==> src/rtl/uart_frame_pkg.sv <==
// Shared constants for the framed UART transmitter: state encoding, frame delimiters, length-digit helper.
package uart_frame_pkg;

    localparam int unsigned BYTE_W = 8;
    localparam int unsigned ST_W   = 3;

    typedef logic [ST_W-1:0] state_t;

    localparam state_t IDLE = 3'd0;
    localparam state_t HDR  = 3'd1;
    localparam state_t PAY  = 3'd2;
    localparam state_t CHK  = 3'd3;
    localparam state_t TRL  = 3'd4;

    localparam logic [BYTE_W-1:0] SOF0 = 8'h7B;
    localparam logic [BYTE_W-1:0] SOF1 = 8'h28;
    localparam logic [BYTE_W-1:0] EOF0 = 8'h29;
    localparam logic [BYTE_W-1:0] EOF1 = 8'h7D;

    // ASCII decimal digit of n; digit 0 is the thousands place.
    function automatic logic [BYTE_W-1:0] len_ascii(input int unsigned n, input int unsigned digit);
        int unsigned d;
        case (digit)
            0:       d = (n / 1000) % 10;
            1:       d = (n / 100) % 10;
            2:       d = (n / 10) % 10;
            default: d = n % 10;
        endcase
        return 8'(32'h30 + d);
    endfunction

endpackage

==> src/rtl/uart_frame_tx_if.sv <==
// Show-ahead payload stream between the sample FIFO (master) and the frame transmitter (slave).
interface uart_frame_tx_if;
    import uart_frame_pkg::*;

    logic [BYTE_W-1:0] s_data;
    logic              s_valid;
    logic              s_ready;

    modport master (output s_data, output s_valid, input s_ready);
    modport slave  (input s_data, input s_valid, output s_ready);

endinterface

==> src/rtl/uart_tx_core.sv <==
// 8N1 bit engine: 10-bit shift register plus baud counter; accepts the next byte on the last stop-bit cycle.
module uart_tx_core
    import uart_frame_pkg::*;
#(
    parameter int unsigned CLKS_PER_BIT = 434
) (
    input  logic              clk,
    input  logic              rst,
    input  logic              byte_vld,
    input  logic [BYTE_W-1:0] byte_in,
    output logic              byte_rdy,
    output logic              tx
);

    localparam int unsigned       BAUD_W    = $clog2(CLKS_PER_BIT);
    localparam logic [BAUD_W-1:0] BAUD_LAST = BAUD_W'(CLKS_PER_BIT - 1);
    localparam logic [3:0]        BIT_LAST  = 4'd9;

    logic              active_q, active_d;
    logic [9:0]        shreg_q, shreg_d;
    logic [3:0]        bit_q, bit_d;
    logic [BAUD_W-1:0] baud_q, baud_d;
    logic              bit_end;

    // Shifting in ones leaves the line high once the stop bit has gone out.
    always_comb begin
        active_d = active_q;
        shreg_d  = shreg_q;
        bit_d    = bit_q;
        baud_d   = baud_q;
        bit_end  = (baud_q == BAUD_LAST);
        byte_rdy = !active_q || (bit_end && (bit_q == BIT_LAST));

        if (byte_vld && byte_rdy) begin
            active_d = 1'b1;
            shreg_d  = {1'b1, byte_in, 1'b0};
            bit_d    = 4'd0;
            baud_d   = '0;
        end else if (active_q) begin
            if (bit_end) begin
                baud_d  = '0;
                shreg_d = {1'b1, shreg_q[9:1]};
                if (bit_q == BIT_LAST) begin
                    active_d = 1'b0;
                end else begin
                    bit_d = bit_q + 4'd1;
                end
            end else begin
                baud_d = baud_q + BAUD_W'(1);
            end
        end
    end

    always_ff @(posedge clk) begin
        if (rst) begin
            active_q <= 1'b0;
            shreg_q  <= '1;
            bit_q    <= 4'd0;
            baud_q   <= '0;
        end else begin
            active_q <= active_d;
            shreg_q  <= shreg_d;
            bit_q    <= bit_d;
            baud_q   <= baud_d;
        end
    end

    assign tx = shreg_q[0];

endmodule

==> src/rtl/uart_frame_tx.sv <==
// Framed UART transmitter: "{(" + 4 length digits + payload [+ checksum] + ")}".
// Define UART_FRAME_CHECKSUM_EN to append the two's-complement payload checksum byte.
module uart_frame_tx
    import uart_frame_pkg::*;
#(
    parameter  int unsigned       CLKS_PER_BIT = 434,
    parameter  int unsigned       PAYLOAD_LEN  = 1024,
    parameter  int unsigned       MAX_PEND     = 7,
    parameter  int unsigned       UNDERRUN_TMO = 65535,
    parameter  logic [BYTE_W-1:0] FILL_BYTE    = 8'h00,
    localparam int unsigned       PEND_W       = $clog2(MAX_PEND + 1)
) (
    input  logic              clk,
    input  logic              rst,
    input  logic              enable,
    input  logic              frame_req,
    uart_frame_tx_if.slave    src,
    output logic              tx,
    output logic              busy,
    output logic              frame_done,
    output logic [PEND_W-1:0] pending,
    output logic              req_drop,
    output logic              underrun
);

    localparam int unsigned       PAY_W    = $clog2(PAYLOAD_LEN + 1);
    localparam int unsigned       TMO_W    = (UNDERRUN_TMO > 0) ? $clog2(UNDERRUN_TMO + 1) : 1;
    localparam bit                TMO_EN   = (UNDERRUN_TMO != 0);
    localparam logic [PAY_W-1:0]  PAY_LAST = PAY_W'(PAYLOAD_LEN - 1);
    localparam logic [TMO_W-1:0]  TMO_LIM  = TMO_W'(UNDERRUN_TMO);
    localparam logic [PEND_W-1:0] PEND_MAX = PEND_W'(MAX_PEND);
    localparam logic [2:0]        HDR_LAST = 3'd5;
    localparam logic [2:0]        TRL_WAIT = 3'd2;
    localparam logic [BYTE_W-1:0] LEN_D0   = len_ascii(PAYLOAD_LEN, 0);
    localparam logic [BYTE_W-1:0] LEN_D1   = len_ascii(PAYLOAD_LEN, 1);
    localparam logic [BYTE_W-1:0] LEN_D2   = len_ascii(PAYLOAD_LEN, 2);
    localparam logic [BYTE_W-1:0] LEN_D3   = len_ascii(PAYLOAD_LEN, 3);

    state_t            state_q, state_d;
    logic [2:0]        seq_q, seq_d;
    logic [PAY_W-1:0]  pay_q, pay_d;
    logic [TMO_W-1:0]  wait_q, wait_d;
    logic [PEND_W-1:0] pend_q, pend_d;
    logic              busy_q, busy_d;
    logic              done_q, done_d;
    logic              drop_q, drop_d;
    logic              under_q, under_d;
`ifdef UART_FRAME_CHECKSUM_EN
    logic [BYTE_W-1:0] sum_q, sum_d;
`endif

    logic              start;
    logic              tmo_hit;
    logic              pop;
    logic              byte_vld;
    logic              byte_rdy;
    logic [BYTE_W-1:0] byte_mux;

    always_comb begin
        state_d  = state_q;
        seq_d    = seq_q;
        pay_d    = pay_q;
        wait_d   = wait_q;
        pend_d   = pend_q;
        done_d   = 1'b0;
        drop_d   = 1'b0;
        under_d  = under_q;
`ifdef UART_FRAME_CHECKSUM_EN
        sum_d    = sum_q;
`endif
        byte_vld = 1'b0;
        byte_mux = 8'h00;
        pop      = 1'b0;
        start    = (state_q == IDLE) && (pend_q != '0) && enable;
        tmo_hit  = TMO_EN && (wait_q == TMO_LIM);

        // Request queue: a simultaneous request and start leaves the count unchanged.
        case ({frame_req, start})
            2'b10: begin
                if (pend_q == PEND_MAX) begin
                    drop_d = 1'b1;
                end else begin
                    pend_d = pend_q + PEND_W'(1);
                end
            end
            2'b01:   pend_d = pend_q - PEND_W'(1);
            default: ;
        endcase

        case (state_q)
            IDLE: begin
                if (start) begin
                    state_d = HDR;
                    seq_d   = 3'd0;
                    pay_d   = '0;
                    wait_d  = '0;
`ifdef UART_FRAME_CHECKSUM_EN
                    sum_d   = 8'h00;
`endif
                end
            end
            HDR: begin
                byte_vld = 1'b1;
                case (seq_q)
                    3'd0:    byte_mux = SOF0;
                    3'd1:    byte_mux = SOF1;
                    3'd2:    byte_mux = LEN_D0;
                    3'd3:    byte_mux = LEN_D1;
                    3'd4:    byte_mux = LEN_D2;
                    default: byte_mux = LEN_D3;
                endcase
                if (byte_rdy) begin
                    if (seq_q == HDR_LAST) begin
                        state_d = PAY;
                        seq_d   = 3'd0;
                    end else begin
                        seq_d = seq_q + 3'd1;
                    end
                end
            end
            PAY: begin
                // A real byte always wins over the timeout fill.
                byte_vld = src.s_valid || tmo_hit;
                byte_mux = src.s_valid ? src.s_data : FILL_BYTE;
                pop      = byte_rdy && src.s_valid;
                if (byte_rdy) begin
                    if (byte_vld) begin
                        wait_d = '0;
                        if (!src.s_valid) begin
                            under_d = 1'b1;
                        end
`ifdef UART_FRAME_CHECKSUM_EN
                        sum_d = sum_q + byte_mux;
`endif
                        if (pay_q == PAY_LAST) begin
                            pay_d = '0;
`ifdef UART_FRAME_CHECKSUM_EN
                            state_d = CHK;
`else
                            state_d = TRL;
`endif
                        end else begin
                            pay_d = pay_q + PAY_W'(1);
                        end
                    end else begin
                        wait_d = wait_q + TMO_W'(1);
                    end
                end
            end
`ifdef UART_FRAME_CHECKSUM_EN
            CHK: begin
                byte_vld = 1'b1;
                byte_mux = 8'h00 - sum_q;
                if (byte_rdy) begin
                    state_d = TRL;
                end
            end
`endif
            TRL: begin
                // Third slot sends nothing: it waits for the last stop bit to finish.
                byte_vld = (seq_q != TRL_WAIT);
                byte_mux = (seq_q == 3'd0) ? EOF0 : EOF1;
                if (byte_rdy) begin
                    if (seq_q == TRL_WAIT) begin
                        state_d = IDLE;
                        seq_d   = 3'd0;
                        done_d  = 1'b1;
                    end else begin
                        seq_d = seq_q + 3'd1;
                    end
                end
            end
            default: state_d = IDLE;
        endcase

        busy_d = (state_d != IDLE);
    end

    always_ff @(posedge clk) begin
        if (rst) begin
            state_q <= IDLE;
            seq_q   <= 3'd0;
            pay_q   <= '0;
            wait_q  <= '0;
            pend_q  <= '0;
            busy_q  <= 1'b0;
            done_q  <= 1'b0;
            drop_q  <= 1'b0;
            under_q <= 1'b0;
`ifdef UART_FRAME_CHECKSUM_EN
            sum_q   <= 8'h00;
`endif
        end else begin
            state_q <= state_d;
            seq_q   <= seq_d;
            pay_q   <= pay_d;
            wait_q  <= wait_d;
            pend_q  <= pend_d;
            busy_q  <= busy_d;
            done_q  <= done_d;
            drop_q  <= drop_d;
            under_q <= under_d;
`ifdef UART_FRAME_CHECKSUM_EN
            sum_q   <= sum_d;
`endif
        end
    end

    uart_tx_core #(
        .CLKS_PER_BIT(CLKS_PER_BIT)
    ) u_core (
        .clk      (clk),
        .rst      (rst),
        .byte_vld (byte_vld),
        .byte_in  (byte_mux),
        .byte_rdy (byte_rdy),
        .tx       (tx)
    );

    assign src.s_ready = pop;
    assign busy        = busy_q;
    assign frame_done  = done_q;
    assign pending     = pend_q;
    assign req_drop    = drop_q;
    assign underrun    = under_q;

endmodule

==> src/flat_wrapper.sv <==
// flat-port wrapper written by rule: the top's interface ports become plain ports
module uart_frame_tx_flat import uart_frame_pkg::*;
#(
    parameter  int unsigned       CLKS_PER_BIT = 434,
    parameter  int unsigned       PAYLOAD_LEN  = 1024,
    parameter  int unsigned       MAX_PEND     = 7,
    parameter  int unsigned       UNDERRUN_TMO = 65535,
    parameter  logic [BYTE_W-1:0] FILL_BYTE    = 8'h00,
    localparam int unsigned       PEND_W       = $clog2(MAX_PEND + 1)
)
  (clk, rst, enable, frame_req, tx, busy, frame_done, pending, req_drop, underrun, src_s_data, src_s_valid, src_s_ready);
  uart_frame_tx_if src_i ();
  input  logic clk;
  input  logic rst;
  input  logic enable;
  input  logic frame_req;
  output logic tx;
  output logic busy;
  output logic frame_done;
  output logic [PEND_W-1:0] pending;
  output logic req_drop;
  output logic underrun;
  input wire logic [$bits(src_i.s_data)-1:0] src_s_data;
  input wire logic [$bits(src_i.s_valid)-1:0] src_s_valid;
  output wire logic [$bits(src_i.s_ready)-1:0] src_s_ready;
  assign src_i.s_data = src_s_data;
  assign src_i.s_valid = src_s_valid;
  assign src_s_ready = src_i.s_ready;
  uart_frame_tx #(.CLKS_PER_BIT(CLKS_PER_BIT), .PAYLOAD_LEN(PAYLOAD_LEN), .MAX_PEND(MAX_PEND), .UNDERRUN_TMO(UNDERRUN_TMO), .FILL_BYTE(FILL_BYTE)) u_core (.clk(clk), .rst(rst), .enable(enable), .frame_req(frame_req), .src(src_i), .tx(tx), .busy(busy), .frame_done(frame_done), .pending(pending), .req_drop(req_drop), .underrun(underrun));
endmodule
==> config.mk <==
export PLATFORM = sky130hd
export DESIGN_NAME = uart_frame_tx_flat
export DESIGN_NICKNAME = d
export VERILOG_FILES = /design/src/rtl/uart_frame_pkg.sv /design/src/rtl/uart_frame_tx_if.sv /design/src/rtl/uart_tx_core.sv /design/src/rtl/uart_frame_tx.sv /design/src/flat_wrapper.sv
export SDC_FILE = /design/constraint.sdc
export NUM_CORES = 1
export LEC_CHECK = 0
export CAP_MARGIN = 20
export CORE_MARGIN = 4
export CORE_UTILIZATION = 40
export CTS_BUF_LIST = sky130_fd_sc_hd__clkbuf_8
export CTS_CLUSTER_SIZE = 10
export DETAILED_ROUTE_END_ITERATION = 6
export DONT_BUFFER_PORTS = 1
export PLACE_DENSITY = 0.66
export SYNTH_ARGS = -nofsm -noshare
export SYNTH_HDL_FRONTEND = slang
export SYNTH_SLANG_ARGS = --single-unit
export TNS_END_PERCENT = 100
==> constraint.sdc <==
create_clock -name clk -period 6.64 [get_ports clk]
set_input_delay 1.328 -clock clk [delete_from_list [all_inputs] [get_ports clk]]
set_output_delay 1.328 -clock clk [all_outputs]
set_load 0.01 [all_outputs]
; ---- Yosys cells after proc, flatten, opt, wreduce, memory -nomap -nowiden
; Cells that the tools add are included.
; W data, S select, Z words.
[totals]
regBits = 63
input_bits = 13
output_inout_bits = 9
word_cells = 116
[op_classes]
n_addsub = 7
n_eq_ne = 22
mux = 42
bitwise_logic = 5
n_reduce_logical = 27
[ops]
columns = op, count
row1 = $mux W16, 3
row2 = $mux W11, 4
row3 = $mux W3, 14
row4 = $mux W9, 4
row5 = $pmux W7 S5, 1
row6 = $pmux W16 S2, 1
row7 = $pmux W8 S3, 1
row8 = $pmux W11 S2, 1
row9 = $add A16 B1 Y16 const B, 1
row10 = $eq A16 B16 Y1 const B, 1
row11 = $eq A3 B3 Y1 const B, 4
row12 = $pmux W3 S4, 1
row13 = $reduce_and A4 Y1, 3
row14 = $add A11 B1 Y11 const B, 1
row15 = $eq A11 B10 Y1 const B, 1
row16 = $add A9 B1 Y9 const B, 1
row17 = $eq A3 B2 Y1 const B, 3
row18 = $eq A9 B9 Y1 const B, 1
row19 = $pmux W3 S3, 1
row20 = $reduce_bool A3 Y1, 3
row21 = $mux W8, 1
row22 = $ne A2 B2 Y1 const B, 4
row23 = $reduce_bool A2 Y1, 4
row24 = $mux W1, 7
row25 = 21 further kinds, 37

; ---- Longest topological paths before layout
[depth]
ltp_word = 6
ltp_mapped = 9
mapped_depth_nobuf = 8

; ---- Hierarchy
; Synthesis repeated with hierarchy kept, for this count alone.
[hier_totals]
hier_cells = 441
area_unflattened_um2 = 3587.2
[by_module_without_submodules]
columns = mod, instances, cells_each, area_each_um2, seq_area_each_um2
row1 = uart_frame_tx, 1, 276, 2265.9, 800.8
row2 = uart_tx_core, 1, 165, 1321.3, 460.4

; ---- Worst setup path before layout
; No wires, ideal clock.
[synth_timing]
kind = input -> output
startpoint = input src_s_valid
endpoint = output src_s_ready
t_arrival_ns = 1.777
t_required_ns = 5.312
slack_ns = 3.535
stages = 3
n_path_buf = 1
cell_sequence = and2_1 -> buf_2 -> and2_1
[synth_between]
elab_chain_cells = 2
[synth_rtl]
columns = element, line_no
row1 = start: declaration, flat_wrapper.sv:24  ; input wire logic [$bits(src_i.s_valid)-1:0] src_s_valid;
row2 = $logic_and A1 B1 Y1, uart_frame_tx.sv:125  ; pop = byte_rdy && src.s_valid;
row3 = $mux W1, uart_frame_tx.sv:90  ; case (state_q)
row4 = end: declaration, flat_wrapper.sv:25  ; output wire logic [$bits(src_i.s_ready)-1:0] src_s_ready;
; No other way between the ends.

; ---- Final worst setup path
[layout_timing]
startpoint = register u_core.u_core.baud_q[2]
endpoint = output src_s_ready
[layout_between]
elab_chain_cells = 5
[layout_rtl]
columns = element, line_no
row1 = start: declaration, uart_tx_core.sv:22  ; logic [BAUD_W-1:0] baud_q, baud_d;
row2 = start signal: assignment, uart_tx_core.sv:64  ; baud_q <= baud_d;
row3 = $eq A9 B9 Y1, uart_tx_core.sv:31  ; bit_end = (baud_q == BAUD_LAST);
row4 = $logic_and A1 B1 Y1, uart_tx_core.sv:32  ; byte_rdy = !active_q || (bit_end && (bit_q == BIT_LAST));
row5 = $logic_or A1 B1 Y1, uart_tx_core.sv:32
row6 = $logic_and A1 B1 Y1, uart_frame_tx.sv:125
row7 = $mux W1, uart_frame_tx.sv:90
; No other way between the ends.

==> out/results.txt <==
FF-to-FF path depth: 6
Worst R2R Start: u_core.u_core.baud_q[2]
Grt total ovfl: 0
Final setup violating endpoints: 0
Core area: 8220 um^2
Synthesis-stage register bit count: 63
Vias in the first global route: 2580
Clock sink total: 63
F_max: 290 MHz
Register area share after synthesis: 37.5%
CTS clock-pin slew for the worst setup and hold paths: 0.08 ns
Post-synth EDFFs: 0
CP Data Required Time: 5.31 ns
Final setup margin: 3.20 ns
Row count: 33
PwrDens: 291 nW/um^2
GRT Util Overall: 15.7%
R2R Setup Slk: 3.78 ns
Synth warn: 0
Starting DRT DRC Count: 140
Number of buffers added for setup after CTS: 0
Critical path type: flop to output pin
Vias: 2709
Die width: 99.7 um
Distinct cells, synth: 65
Ports: 22
Max rail drop VDD: 0.132 mV
CP arrival: 2.12 ns
Total CTS buffers: 9
Crit path largest cell delay: 0.59 ns
Top-area cell type share of the netlist area: 37.5%
Die H: 99.7 um
Area of the die: 9950 um^2
Max-slew violations: 0
Synthesized cell area: 3370 um^2
First-pass GRT wire length: 12600 um
Ys async rst share: 0%
Filler Cells Inserted: 816
Final period util: 51.9%
Max-Cap Viols: 0
Share of post-route cells with drive strength above 1: 12.9%
Post-synth top area cell: dfxtp_1
Post-cts resize count: 0
Top cells by area, synth: dfxtp_1, nor2_1, xnor2_1
Storage element area: 1260 um^2
CTS tree: built
RSZ-0062 raised after global routing: false
Routed Antenna Nets: 0
Area Growth Syn to Fin: 6.54%
Gate Count Post-Synth: 390
Hold-fix buffers at CTS: 0
H-tree depth: 3
CP max-delay cell: or4b_4
Critical path peak fanout: 9
Bufs on Longest Clock Path: 2
Post-Place Setup Slack: 3.27 ns
Nets: 403
Vias per cell: 5.49
Wire per inst: 14.5 um
Setup_tns: 0 ns
Status: finished clean
Fin. Hold Viols: 0
GP Congestion: 0.794
Worst skew pair latency: 0.35 ns
Initial antenna violation count: 0
Crit end category: output pin
Leak: 1.14 nW
Initial core utilization: 41.0%
CP Launch Point: u_core.u_core.baud_q[2]
Multi-input combinational cell area: 1980 um^2
Worst reg2reg path endpoint: u_core.wait_q[7]
Drt drc: 0
CP Cell Sequence: or4b_4, o31ai_4, and2_1
Slew of the pin with the lowest slew margin: 0.916 ns
Ys flop type: dfxtp_1
Period minus WS final: 3.44 ns
Post-DP HPWL: 5140 um
Syn_nets: 410
Hold WC Path Type: flop to flop
Final WL: 7170 um
Design area: 3590 um^2
Min Hold Slack: 0.485 ns
Crit path launch type: flop
Setup crit end: src_s_ready
1st-pass router iterations: 4
Input/output buffers: 0
Final Skew: 0.0106 ns
Syn Area/Cell: 8.63 um^2
Diodes inserted: 0
Pin count of the biggest net entering global routing: 31
Slew headroom: 38.5%
Placed Area: 3410 um^2
CTS root buf: clkbuf_8
cell families (layout without fill, tap and decap cells):
kind of cell | after synthesis | after routing | share of synthesized area, %
simple gates | 181 | 181 | 29.7
compound gates | 69 | 69 | 14.8
mux | 9 | 9 | 2.94
flops | 63 | 63 | 37.5
buf+inv | 28 | 26 | 3.64
fa+ha+maj | 7 | 7 | 2.83
xor+xnor | 33 | 33 | 8.59
cells in the final DEF (no fill, tap or decap), types with 3 or more instances in the layout:
master / netlist / final
a21oi_1: 18 / 18
nor4_2: 4 / 4
inv_1: 10 / 10
nand2_1: 25 / 25
nand3_1: 19 / 19
clkbuf_8: 0 / 10
clkinv_2: 0 / 4
and2_1: 4 / 4
ha_1: 6 / 6
nor2_1: 53 / 53
dfxtp_1: 63 / 63
nor3b_1: 3 / 3
o22ai_1: 4 / 4
a31oi_1: 4 / 4
nor3_1: 21 / 21
a221oi_1: 5 / 5
nor4_1: 3 / 3
mux2_2: 7 / 7
nor3_2: 7 / 7
o21ai_1: 5 / 5
nor4b_1: 3 / 3
xnor2_1: 22 / 22
and3_1: 6 / 6
nand4_1: 10 / 10
xor2_1: 11 / 11
o21ai_0: 8 / 8
nand2b_1: 4 / 4
synth_stat cells, types with 4 or more instances:
cell type,number
nor2_1,53
xor2_1,11
xnor2_1,22
a221oi_1,5
nand2_1,25
inv_1,10
nor3_1,21
nor4_2,4
and2_1,4
mux2_2,7
nand2b_1,4
ha_1,6
o21ai_1,5
o22ai_1,4
dfxtp_1,63
o21ai_0,8
nand4_1,10
a31oi_1,4
and3_1,6
nor3_2,7
a21oi_1,18
buf_2,8
nand3_1,19
clkbuf_1,8
through the flow:
stage                     util (%)  power, mW  std cells
after CTS                     43.6       1.06        493
final                         43.6       1.04        493
after detailed placement      41.5      0.761        477
after global routing          43.6       1.12        493
after global placement        41.5      0.753        477
after floorplan                  -      0.709        390
cell type report:
class	instances	area share, %
Tap cell	105	3.66
Inverter	10	1.05
Sequential cell	63	35.2
Clock inverter	6	1.01
Clock buffer	10	3.84
Multi-Input combinational cell	299	55.3
registers in the layout, summed over array words and instances, names as in the netlist:
name                    flops
u_core.u_core.baud_q        9
u_core.seq_q                3
u_core.busy                 1
u_core.state_q              3
u_core.u_core.active_q      1
u_core.underrun             1
u_core.pending              3
u_core.u_core.bit_q         4
u_core.frame_done           1
u_core.req_drop             1
u_core.wait_q              16
u_core.pay_q               11
u_core.u_core.shreg_q       9
worst max-delay path, delay by kind of cell, from the launching register on:
| kind | cells | cell delay, ns |
|---|---|---|
| and+or+nand+nor | 2 | 0.89 |
| AOI/OAI and AO/OA | 1 | 0.50 |
| DFF | 1 | 0.36 |
how the worst min path moves through the flow:
stage | slack [ns] | to | cells after the start | startpoint
finish | 0.48 | u_core.pay_q[10] | 1 | u_core.pay_q[10]
global route | 0.49 | u_core.pay_q[10] | 1 | u_core.pay_q[10]
CTS | 0.49 | u_core.pay_q[10] | 1 | u_core.pay_q[10]
detailed placement | 0.47 | u_core.pay_q[10] | 1 | u_core.pay_q[10]
global placement | 0.48 | u_core.pay_q[10] | 1 | u_core.pay_q[10]
floorplan | 0.45 | u_core.pay_q[10] | 1 | u_core.pay_q[10]
power by group:
part,internal [mW],total [mW],switching (mW)
clock network,0.143,0.294,0.151
logic,0.102,0.276,0.173
registers,0.422,0.475,0.0534
metal layers:
metal	vias to the layer above	GRT usage [%]	wire length, um
met5	-	0	0
met4	0	6.30	119
met3	12	5.40	388
met2	36	25.4	3370
met1	1272	19.0	3300
li1	1389	-	-
No activity file was read; power rests on OpenSTA's default activity.
